## config.mk

```make
export PLATFORM = sky130hd
export DESIGN_NAME = st7789_spi_sink
export DESIGN_NICKNAME = d
export VERILOG_FILES = /design/src/rtl/st7789_spi_sink_pkg.sv /design/src/rtl/st7789_spi_sink_spi_byte_rx.sv /design/src/rtl/st7789_spi_sink.sv
export SDC_FILE = /design/constraint.sdc
export NUM_CORES = 1
export LEC_CHECK = 0
export ABC_AREA = 0
export CAP_MARGIN = 30
export CORE_MARGIN = 5
export CORE_UTILIZATION = 60
export CTS_CLUSTER_SIZE = 12
export DETAILED_ROUTE_END_ITERATION = 8
export PLACE_DENSITY = 0.9
export REMOVE_ABC_BUFFERS = 1
export SYNTH_ARGS = -nofsm -noshare
export SYNTH_HDL_FRONTEND = slang
export SYNTH_SLANG_ARGS = --single-unit
```

## constraint.sdc

```tcl
create_clock -name w_clk -period 2.8 [get_ports w_clk]
set_input_delay 0.7 -clock w_clk [delete_from_list [all_inputs] [get_ports w_clk]]
set_output_delay 0.7 -clock w_clk [all_outputs]
set_load 0.005 [all_outputs]
```

## src/rtl/st7789_spi_sink_pkg.sv

```systemverilog
// Shared definitions for the ST7789 serial-link receiver: command codes,
// decoder states and default panel geometry.
package st7789_spi_sink_pkg;

    localparam logic [7:0] CMD_SWRESET = 8'h01;
    localparam logic [7:0] CMD_CASET   = 8'h2A;
    localparam logic [7:0] CMD_RASET   = 8'h2B;
    localparam logic [7:0] CMD_RAMWR   = 8'h2C;

    localparam int DEF_WIDTH        = 240;
    localparam int DEF_HEIGHT       = 240;
    localparam int DEF_IDLE_TIMEOUT = 64;

    typedef enum logic [1:0] {
        ST_IDLE,
        ST_CASET,
        ST_RASET,
        ST_RAMWR
    } dec_state_e;

endpackage

```

## src/rtl/st7789_spi_sink_spi_byte_rx.sv

```systemverilog
// Oversampling receiver for the 3-wire SCL/SDA/DC link: rebuilds bytes from
// SCL rising edges and drops a partial byte when the clock stalls.
module spi_byte_rx
    import st7789_spi_sink_pkg::*;
#(
    parameter int IDLE_TIMEOUT = DEF_IDLE_TIMEOUT
) (
    input  logic       clk_i,
    input  logic       rst_i,
    input  logic       scl_i,
    input  logic       sda_i,
    input  logic       dc_i,
    output logic       byte_valid_o,
    output logic       dc_o,
    output logic [7:0] byte_o,
    output logic       sync_err_o
);
    localparam int            IW        = $clog2(IDLE_TIMEOUT + 1);
    localparam logic [IW-1:0] IDLE_LAST = IW'(IDLE_TIMEOUT - 1);

    logic          scl_s_q, scl_p_q, sda_s_q, sda_p_q, dc_s_q;
    logic          rise_q, bit_q, bdc_q;
    logic [2:0]    cnt_q, cnt_d;
    logic [6:0]    shift_q, shift_d;
    logic [IW-1:0] idle_q, idle_d;
    logic          valid_q, valid_d;
    logic          dc_q, dc_d;
    logic [7:0]    byte_q, byte_d;
    logic          serr_q, serr_d;

    // The sender moves SDA on the edge that raises SCL, so the bit is the
    // SDA sample taken one cycle before the rising edge was seen.
    always_comb begin
        cnt_d   = cnt_q;
        shift_d = shift_q;
        idle_d  = idle_q;
        valid_d = 1'b0;
        dc_d    = dc_q;
        byte_d  = byte_q;
        serr_d  = 1'b0;
        if (rise_q) begin
            idle_d  = '0;
            shift_d = {shift_q[5:0], bit_q};
            cnt_d   = cnt_q + 3'd1;
            if (cnt_q == 3'd7) begin
                valid_d = 1'b1;
                byte_d  = {shift_q, bit_q};
                dc_d    = bdc_q;
            end
        end else if (cnt_q != 3'd0) begin
            if (idle_q == IDLE_LAST) begin
                cnt_d  = 3'd0;
                idle_d = '0;
                serr_d = 1'b1;
            end else begin
                idle_d = idle_q + 1'b1;
            end
        end
    end

    always_ff @(posedge clk_i) begin
        if (rst_i) begin
            scl_s_q <= 1'b1;
            scl_p_q <= 1'b1;
            sda_s_q <= 1'b0;
            sda_p_q <= 1'b0;
            dc_s_q  <= 1'b0;
            rise_q  <= 1'b0;
            bit_q   <= 1'b0;
            bdc_q   <= 1'b0;
            cnt_q   <= 3'd0;
            shift_q <= 7'd0;
            idle_q  <= '0;
            valid_q <= 1'b0;
            dc_q    <= 1'b0;
            byte_q  <= 8'd0;
            serr_q  <= 1'b0;
        end else begin
            scl_s_q <= scl_i;
            scl_p_q <= scl_s_q;
            sda_s_q <= sda_i;
            sda_p_q <= sda_s_q;
            dc_s_q  <= dc_i;
            rise_q  <= scl_s_q & ~scl_p_q;
            bit_q   <= sda_p_q;
            bdc_q   <= dc_s_q;
            cnt_q   <= cnt_d;
            shift_q <= shift_d;
            idle_q  <= idle_d;
            valid_q <= valid_d;
            dc_q    <= dc_d;
            byte_q  <= byte_d;
            serr_q  <= serr_d;
        end
    end

    assign byte_valid_o = valid_q;
    assign dc_o         = dc_q;
    assign byte_o       = byte_q;
    assign sync_err_o   = serr_q;

endmodule

```

## src/rtl/st7789_spi_sink.sv

```systemverilog
// ST7789 command/pixel decoder: turns received {DC, byte} words into window
// updates and writes into a 256x256 video-memory port.
module st7789_spi_sink
    import st7789_spi_sink_pkg::*;
#(
    parameter int WIDTH        = DEF_WIDTH,
    parameter int HEIGHT       = DEF_HEIGHT,
    parameter int IDLE_TIMEOUT = DEF_IDLE_TIMEOUT
) (
    input  logic        w_clk,
    input  logic        w_rst,
    input  logic        SCL,
    input  logic        SDA,
    input  logic        DC,
    output logic        o_we,
    output logic [15:0] o_waddr,
    output logic [15:0] o_wdata,
    output logic        o_cmd_valid,
    output logic [7:0]  o_cmd,
    output logic        o_frame_done,
    output logic        o_sync_err
);
    localparam logic [16:0] X_LIM  = 17'(WIDTH);
    localparam logic [16:0] Y_LIM  = 17'(HEIGHT);
    localparam logic [15:0] XE_RST = 16'(WIDTH - 1);
    localparam logic [15:0] YE_RST = 16'(HEIGHT - 1);

    logic       rx_valid, rx_dc;
    logic [7:0] rx_byte;

    spi_byte_rx #(
        .IDLE_TIMEOUT(IDLE_TIMEOUT)
    ) u_rx (
        .clk_i       (w_clk),
        .rst_i       (w_rst),
        .scl_i       (SCL),
        .sda_i       (SDA),
        .dc_i        (DC),
        .byte_valid_o(rx_valid),
        .dc_o        (rx_dc),
        .byte_o      (rx_byte),
        .sync_err_o  (o_sync_err)
    );

    dec_state_e  state_q, state_d;
    logic [1:0]  arg_idx_q, arg_idx_d;
    logic [23:0] arg_q, arg_d;
    logic        phase_q, phase_d;
    logic [7:0]  hi_q, hi_d;
    logic [15:0] xs_q, xs_d, xe_q, xe_d, ys_q, ys_d, ye_q, ye_d;
    logic [15:0] x_q, x_d, y_q, y_d;
    logic        we_q, we_d, cmd_valid_q, cmd_valid_d, fd_q, fd_d;
    logic [15:0] waddr_q, waddr_d, wdata_q, wdata_d;
    logic [7:0]  cmd_q, cmd_d;
    logic        x_last, y_last, in_view;

    assign x_last  = (x_q == xe_q);
    assign y_last  = (y_q == ye_q);
    assign in_view = ({1'b0, x_q} < X_LIM) && ({1'b0, y_q} < Y_LIM);

    always_comb begin
        state_d     = state_q;
        arg_idx_d   = arg_idx_q;
        arg_d       = arg_q;
        phase_d     = phase_q;
        hi_d        = hi_q;
        xs_d        = xs_q;
        xe_d        = xe_q;
        ys_d        = ys_q;
        ye_d        = ye_q;
        x_d         = x_q;
        y_d         = y_q;
        we_d        = 1'b0;
        cmd_valid_d = 1'b0;
        fd_d        = 1'b0;
        waddr_d     = waddr_q;
        wdata_d     = wdata_q;
        cmd_d       = cmd_q;
        if (rx_valid && !rx_dc) begin
            // A command always resynchronises the decoder, whatever it was doing.
            cmd_valid_d = 1'b1;
            cmd_d       = rx_byte;
            phase_d     = 1'b0;
            arg_idx_d   = 2'd0;
            case (rx_byte)
                CMD_CASET: state_d = ST_CASET;
                CMD_RASET: state_d = ST_RASET;
                CMD_RAMWR: begin
                    state_d = ST_RAMWR;
                    x_d     = xs_q;
                    y_d     = ys_q;
                end
                CMD_SWRESET: begin
                    state_d = ST_IDLE;
                    xs_d    = 16'd0;
                    xe_d    = XE_RST;
                    ys_d    = 16'd0;
                    ye_d    = YE_RST;
                end
                default: state_d = ST_IDLE;
            endcase
        end else if (rx_valid) begin
            case (state_q)
                ST_CASET, ST_RASET: begin
                    arg_idx_d = arg_idx_q + 2'd1;
                    case (arg_idx_q)
                        2'd0: arg_d[23:16] = rx_byte;
                        2'd1: arg_d[15:8]  = rx_byte;
                        2'd2: arg_d[7:0]   = rx_byte;
                        default: begin
                            state_d = ST_IDLE;
                            if (state_q == ST_CASET) begin
                                xs_d = arg_q[23:8];
                                xe_d = {arg_q[7:0], rx_byte};
                            end else begin
                                ys_d = arg_q[23:8];
                                ye_d = {arg_q[7:0], rx_byte};
                            end
                        end
                    endcase
                end
                ST_RAMWR: begin
                    if (!phase_q) begin
                        hi_d    = rx_byte;
                        phase_d = 1'b1;
                    end else begin
                        phase_d = 1'b0;
                        we_d    = in_view;
                        fd_d    = x_last && y_last;
                        waddr_d = {y_q[7:0], x_q[7:0]};
                        wdata_d = {hi_q, rx_byte};
                        if (x_last) begin
                            x_d = xs_q;
                            y_d = y_last ? ys_q : y_q + 16'd1;
                        end else begin
                            x_d = x_q + 16'd1;
                        end
                    end
                end
                default: ;
            endcase
        end
    end

    always_ff @(posedge w_clk) begin
        if (w_rst) begin
            state_q     <= ST_IDLE;
            arg_idx_q   <= 2'd0;
            arg_q       <= 24'd0;
            phase_q     <= 1'b0;
            hi_q        <= 8'd0;
            xs_q        <= 16'd0;
            xe_q        <= XE_RST;
            ys_q        <= 16'd0;
            ye_q        <= YE_RST;
            x_q         <= 16'd0;
            y_q         <= 16'd0;
            we_q        <= 1'b0;
            cmd_valid_q <= 1'b0;
            fd_q        <= 1'b0;
            waddr_q     <= 16'd0;
            wdata_q     <= 16'd0;
            cmd_q       <= 8'd0;
        end else begin
            state_q     <= state_d;
            arg_idx_q   <= arg_idx_d;
            arg_q       <= arg_d;
            phase_q     <= phase_d;
            hi_q        <= hi_d;
            xs_q        <= xs_d;
            xe_q        <= xe_d;
            ys_q        <= ys_d;
            ye_q        <= ye_d;
            x_q         <= x_d;
            y_q         <= y_d;
            we_q        <= we_d;
            cmd_valid_q <= cmd_valid_d;
            fd_q        <= fd_d;
            waddr_q     <= waddr_d;
            wdata_q     <= wdata_d;
            cmd_q       <= cmd_d;
        end
    end

    assign o_we         = we_q;
    assign o_waddr      = waddr_q;
    assign o_wdata      = wdata_q;
    assign o_cmd_valid  = cmd_valid_q;
    assign o_cmd        = cmd_q;
    assign o_frame_done = fd_q;

endmodule

```

==> run_results.csv, run 1 <==
group,metric,value,unit
setup_path,worstSetupPathType,"flip-flop to flip-flop",
clock_tree,cts_max_level,1,
detailed_routing,drt-total-wl,23.1,mm
clock_tree,cts.sinks,212,
detailed_routing,num_vias,8202,
setup_path,cp_slowest_cell,"dfxtp_1",
setup_path,cp_num_buf_inv,0,
floorplanning,core-area,14600,um^2
global_route,grt_use_total,25.4,%
detailed_routing,dr_wl_met2,10.6,mm
setup_path,critPathMaxStageDelay,540,ps
detailed_routing,antenna_left,0,
flow_run,max_cap_viol_count,0,
floorplanning,die_area,17600,um^2
sta,holdWs,381,ps
clock_tree,post_cts.repair.setup_buffers,0,
setup_path,crit_family,"simple AND/OR/NAND/NOR gates",
setup_path,critPathArrivalTime,3020,ps
detailed_routing,routedWlPerCell,17.3,um
setup_path,crit_required,3200,ps
sta,rsz0062_at_grt,"no",
setup_path,critPathCaptureType,"flip-flop",
sta,max_slew_margin,47.3,%
place,detailedPlacementHpwl,15.0,mm
clock_tree,cts-buffers-inserted,22,
yosys,synthCells,1133,
sta,skew,10.4,ps
layout,area_delta_synth_final,13.5,%
min_path,hp-class,"flip-flop to flip-flop",
yosys,synth_warnings,0,
place,numPlacedInstances,1302,
sta,hold_viol_final,0,
sta,finalSetupViolCount,0,
yosys,synthXorXnorAreaFrac,3.58,%
yosys,syn_avg_cell_area,7.98,um^2
layout,post-route-util,70.1,%
clock_tree,cts_resized,0,
global_route,grt_pass1_wl,37.6,mm
layout,final_area,10300,um^2
sta,worst_pin_slew,791,ps
floorplanning,io_pins,49,
floorplanning,die_w,133,um
power_and_ir_drop,p_leak,3.59,nW
global_route,grt_overflow,0,
floorplanning,die_h,133,um
floorplanning,floorplan.initialDensity,61.8,%
layout,num_antenna_cells,0,
layout,n_fill_cell,1123,
yosys,synth_top_family_by_area,"simple AND/OR/NAND/NOR gates",
detailed_routing,drt_first_pass_iters,8,
layout,drive_above_1_share,6.26,%
global_route,grt_start_max_net_pins,81,
layout,final_cells,1334,
setup_path,worst-path-max-fanout,14,
yosys,synth_compound_area_share,15.7,%
clock_tree,path_clk_slew,60,ps
yosys,ys_types,51,
sta,max_freq,0.382,GHz
yosys,synth_flop_cell,"dfxtp_1",
floorplanning,core.rowCount,44,
yosys,ys_ff_latch,212,
yosys,yosys.area_share.simple,24.3,%
clock_tree,clock_latency,510,ps
layout,nNetsFinal,1159,
place,routabilityCongestion,0.934,
place,placed_cell_area,9650,um^2
yosys,syn-cell-area,9050,um^2
detailed_routing,wl_met3,2.15,mm
power_and_ir_drop,p_per_area,565,nW/um^2
place,io_buffers,48,
yosys,async_flop_share,0,%
detailed_routing,top_layer_used,"met4",
detailed_routing,drcViolationCount,0,
sta,maxSlewViolCount,0,
power_and_ir_drop,peakVddDrop,0.000462,V
outcome,status,"completed",
detailed_routing,initialDrtViolationCount,1041,
clock_tree,cts_buffer_depth,3,
detailed_routing,routed_via_density,6.15,
yosys,synthMuxAreaShare,2.79,%
sta,post-route-period-util,93.5,%
clock_tree,ctsRootBufferMaster,"clkbuf_16",
sta,min_period,2620,ps
detailed_routing,wl_met1,9.50,mm
setup_path,path_cells,"nand2b_4 > or3_4 > o41ai_4 > o21ai_1 > or2_1 > o32ai_1",
yosys,synth_adder_area_share,1.66,%
setup_path,crit_path_start_kind,"flip-flop",
yosys,yosysSeqAreaShare,46.9,%
layout,seqCellArea,4240,um^2
yosys,synth_edf_count,0,
clock_tree,hold_buffers,0,
global_route,grt_antenna_before_repair,0,
global_route,grt_pass1_vias,7527,
clock_tree,cts_tree,"built",
layout,multi_input_area,4360,um^2
## state kept, by name, indices dropped and copies added (netlist names), 7 cells and up
register,flops
hi_q,8
arg_q,24
x_q,16
u_rx.idle_q,7
o_wdata,16
xs_q,16
u_rx.byte_o,8
xe_q,16
u_rx.shift_q,7
o_waddr,16
y_q,16
ye_q,16
ys_q,16
o_cmd,8
## through the flow
| stage | setup TNS, ps | total power [mW] | setup WS (ps) |
|---|---|---|---|
| after floorplan | -3930 | 3.19 | -225 |
| after global routing | 0 | 5.96 | 24.4 |
| after detailed placement | 0 | 3.27 | 266 |
| after CTS | 0 | 5.81 | 218 |
| after global placement | 0 | 3.26 | 372 |
| final | 0 | 5.80 | 181 |
## layout make-up
class                           instances  share of cell area, %
Clock buffer                           29                   5.72
Clock inverter                          3                  0.280
Sequential cell                       212                   41.3
Inverter                               25                  0.914
Tap cell                              184                   2.24
Timing Repair Buffer                   77                   7.06
Multi-Input combinational cell        804                   42.4
## worst paths after layout
| check | slack [ps] | depth (start not counted) | endpoint | from |
|---|---|---|---|---|
| min reg2reg | 380 | 1 | u_rx.rise_q | u_rx.scl_p_q |
| min | 380 | 1 | u_rx.rise_q | u_rx.scl_p_q |
| max | 180 | 6 | y_q[10] | u_rx.byte_valid_o |
| max reg2reg | 180 | 6 | y_q[10] | u_rx.byte_valid_o |
## logic make-up after synthesis
| kind of cell | count (synthesis) |
|---|---|
| mux | 25 |
| compound gates | 240 |
| xor+xnor | 37 |
| simple gates | 490 |
| flops | 212 |
| buf+inv | 117 |
| fa+ha+maj | 12 |
## cells in the final DEF, fill, tap and decap left out, types with 4 or more instances in the layout
| cell | synthesis | layout |
|---|---|---|
| nor3_1 | 28 | 27 |
| nor4_1 | 15 | 15 |
| nor2_1 | 59 | 58 |
| a21oi_1 | 154 | 154 |
| ha_1 | 12 | 12 |
| o32ai_1 | 15 | 15 |
| o21bai_1 | 14 | 14 |
| nand2b_1 | 5 | 5 |
| mux2i_1 | 23 | 23 |
| nand2_1 | 252 | 252 |
| inv_1 | 25 | 25 |
| clkbuf_1 | 81 | 6 |
| or2_2 | 8 | 8 |
| and3_1 | 5 | 5 |
| dfxtp_1 | 212 | 212 |
| nand4_1 | 13 | 13 |
| nand3_1 | 69 | 69 |
| and2_1 | 10 | 10 |
| o211ai_1 | 10 | 10 |
| xor2_1 | 19 | 19 |
| buf_4 | 0 | 27 |
| nor2b_1 | 9 | 9 |
| o21ai_1 | 4 | 4 |
| clkdlybuf4s50_1 | 0 | 47 |
| a31oi_1 | 17 | 17 |
| clkbuf_16 | 0 | 22 |
| xnor2_1 | 18 | 18 |
| o21ai_0 | 6 | 6 |
## routing by layer
layer	up-vias	global-route usage, %
li1	3881	-
met1	3795	35.6
met2	445	39.8
met3	81	3.61
met4	0	9.87
met5	-	0
## cell usage after synthesis, types with 5 or more instances
| cell type | number | area, um^2 |
|---|---|---|
| a21oi_1 | 154 | 771 |
| a31oi_1 | 17 | 106 |
| and2_1 | 10 | 62.6 |
| and3_1 | 5 | 31.3 |
| buf_1 | 5 | 18.8 |
| buf_2 | 5 | 25.0 |
| clkbuf_1 | 81 | 304 |
| dfxtp_1 | 212 | 4240 |
| ha_1 | 12 | 150 |
| inv_1 | 25 | 93.8 |
| mux2i_1 | 23 | 230 |
| nand2_1 | 252 | 946 |
| nand2b_1 | 5 | 31.3 |
| nand3_1 | 69 | 345 |
| nand4_1 | 13 | 81.3 |
| nor2_1 | 59 | 221 |
| nor2b_1 | 9 | 56.3 |
| nor3_1 | 28 | 140 |
| nor4_1 | 15 | 93.8 |
| o211ai_1 | 10 | 75.1 |
| o21ai_0 | 6 | 30.0 |
| o21bai_1 | 14 | 105 |
| o32ai_1 | 15 | 131 |
| or2_2 | 8 | 50.1 |
| xnor2_1 | 18 | 158 |
| xor2_1 | 19 | 166 |
## report_power, final
group / switching, mW / internal (mW) / total [mW] / leakage, nW
logic: 0.0835 / 0.0555 / 0.139 / 1.58
registers: 0.0288 / 3.04 / 3.07 / 1.71
clock network: 1.13 / 1.46 / 2.59 / 0.296
Note: power is estimated with default switching activity, not from simulation.
==> run 2, diff against run 1 <==
Settings changed: DONT_BUFFER_PORTS set to 1, PLACE_DENSITY 0.9 to 0.86.
==> run_results.csv, run 2 (synthesis gave the netlist of run 1 again) <==
group,metric,value,unit
sta,max_slew_margin,48.0,%
place,routabilityCongestion,0.912,
setup_path,crit_path_start_kind,"flip-flop",
detailed_routing,initialDrtViolationCount,994,
sta,skew,9.78,ps
setup_path,path_depth,7,
setup_path,setup.worst_path.start,"u_rx.byte_valid_o",
power_and_ir_drop,peakVddDrop,0.000429,V
setup_path,critPathCaptureType,"flip-flop",
detailed_routing,routedWlPerCell,17.9,um
sta,finalSetupViolCount,0,
setup_path,r2r_slack,360,ps
layout,drive_above_1_share,6.27,%
clock_tree,cts_tree,"built",
power_and_ir_drop,total_power,5.80,mW
place,place_ws,403,ps
sta,setup_tns,0,ps
layout,layout_commonest_cell,"nand2_1",
sta,worst_pin_slew,780,ps
clock_tree,cts_max_level,1,
floorplanning,io_pins,49,
layout,num_antenna_cells,0,
clock_tree,clock_latency,510,ps
floorplanning,die_area,17600,um^2
setup_path,critPathMaxStageDelay,510,ps
setup_path,crit_required,3230,ps
floorplanning,core.rowCount,44,
place,detailedPlacementHpwl,14.8,mm
floorplanning,floorplan.initialDensity,61.8,%
layout,layout_common_cells,"nand2_1 (252), dfxtp_1 (212), a21oi_1 (154)",
global_route,grt_overflow,0,
global_route,grt_antenna_before_repair,0,
global_route,grt_pass1_vias,7160,
setup_path,crit_end,"y_q[0]",
clock_tree,hold_buffers,0,
layout,area_delta_synth_final,8.02,%
setup_path,path_cells,"nand2b_4 > or3_4 > o41ai_4 > o21ai_1 > buf_4 > or3b_1 > a31oi_1",
floorplanning,core-area,14600,um^2
detailed_routing,drt_first_pass_iters,5,
detailed_routing,antenna_left,0,
global_route,grt_start_max_net_pins,208,
place,placed_cell_area,9130,um^2
min_path,hold_start,"w_rst",
clock_tree,post_cts.repair.setup_buffers,0,
sta,post-route-period-util,87.2,%
global_route,grt_pass1_wl,36.7,mm
layout,final_area,9770,um^2
clock_tree,path_clk_slew,60,ps
detailed_routing,drcViolationCount,0,
setup_path,timing.rr.start,"u_rx.byte_valid_o",
clock_tree,cts_resized,0,
outcome,status,"completed",
clock_tree,cts.sinks,212,
min_path,hp-class,"input pin to flip-flop",
setup_path,worstSetupPathType,"flip-flop to flip-flop",
sta,hold_viol_final,0,
sta,rsz0062_at_grt,"no",
layout,largest_reg_flops,24,
place,io_buffers,0,
clock_tree,cts-buffers-inserted,22,
floorplanning,die_w,133,um
power_and_ir_drop,p_leak,3.42,nW
layout,top_register,"arg_q",
detailed_routing,drt-total-wl,22.9,mm
detailed_routing,routed_via_density,6.08,
setup_path,cp_slowest_cell,"dfxtp_1",
sta,timing.final.ws_setup,359,ps
setup_path,r2r_cells,7,
floorplanning,die_h,133,um
layout,nNetsFinal,1108,
sta,maxSlewViolCount,0,
sta,max_freq,0.410,GHz
flow_run,max_cap_viol_count,0,
setup_path,cp_num_buf_inv,1,
setup_path,critPathArrivalTime,2870,ps
setup_path,worstReg2RegEnd,"y_q[0]",
detailed_routing,num_vias,7817,
clock_tree,ctsRootBufferMaster,"clkbuf_16",
power_and_ir_drop,p_per_area,593,nW/um^2
sta,min_period,2440,ps
setup_path,crit_family,"simple AND/OR/NAND/NOR gates",
setup_path,worst-path-max-fanout,13,
global_route,grt_use_total,25.1,%
sta,holdWs,259,ps
clock_tree,cts_buffer_depth,3,
## run 2: worst min path at each step
stage | endpoint | slack (ps) | depth (start not counted)
floorplan | u_rx.rise_q | 370 | 1
global placement | u_rx.rise_q | 380 | 1
detailed placement | u_rx.rise_q | 390 | 1
CTS | hi_q[1] | 270 | 1
global route | o_wdata[12] | 270 | 1
finish | hi_q[1] | 260 | 1
## run 2: power by group
| part | leakage (nW) | internal [mW] | switching (mW) |
|---|---|---|---|
| Clock | 0.312 | 1.52 | 1.14 |
| Combinational | 1.39 | 0.0426 | 0.0299 |
| Sequential | 1.71 | 3.04 | 0.0320 |
| Total | 3.42 | 4.60 | 1.20 |
## run 2: routing by layer
layer / GRT usage (%) / wire, um / share of wire [%]
met1: 35.0 / 9790 / 43
met2: 39.8 / 10600 / 46
met4: 8.26 / 694 / 3.0
met5: 0 / 0 / 0
met3: 4.25 / 1870 / 8.1
## run 2: cell type report
type / count / area, um^2
clock buffer: 32 / 618
multi-input combinational: 804 / 4360
tap: 184 / 230
inverter: 25 / 93.8
timing repair buffer: 26 / 208
clock inverter: 2 / 21.3
fill: 1207 / 4870
sequential: 212 / 4240
## run 2: stage by stage
stage	instances	utilization [%]
floorplan	1041	-
global placement	1251	62.4
detailed placement	1251	62.4
CTS	1285	66.7
global route	1285	66.7
finish	1285	66.7
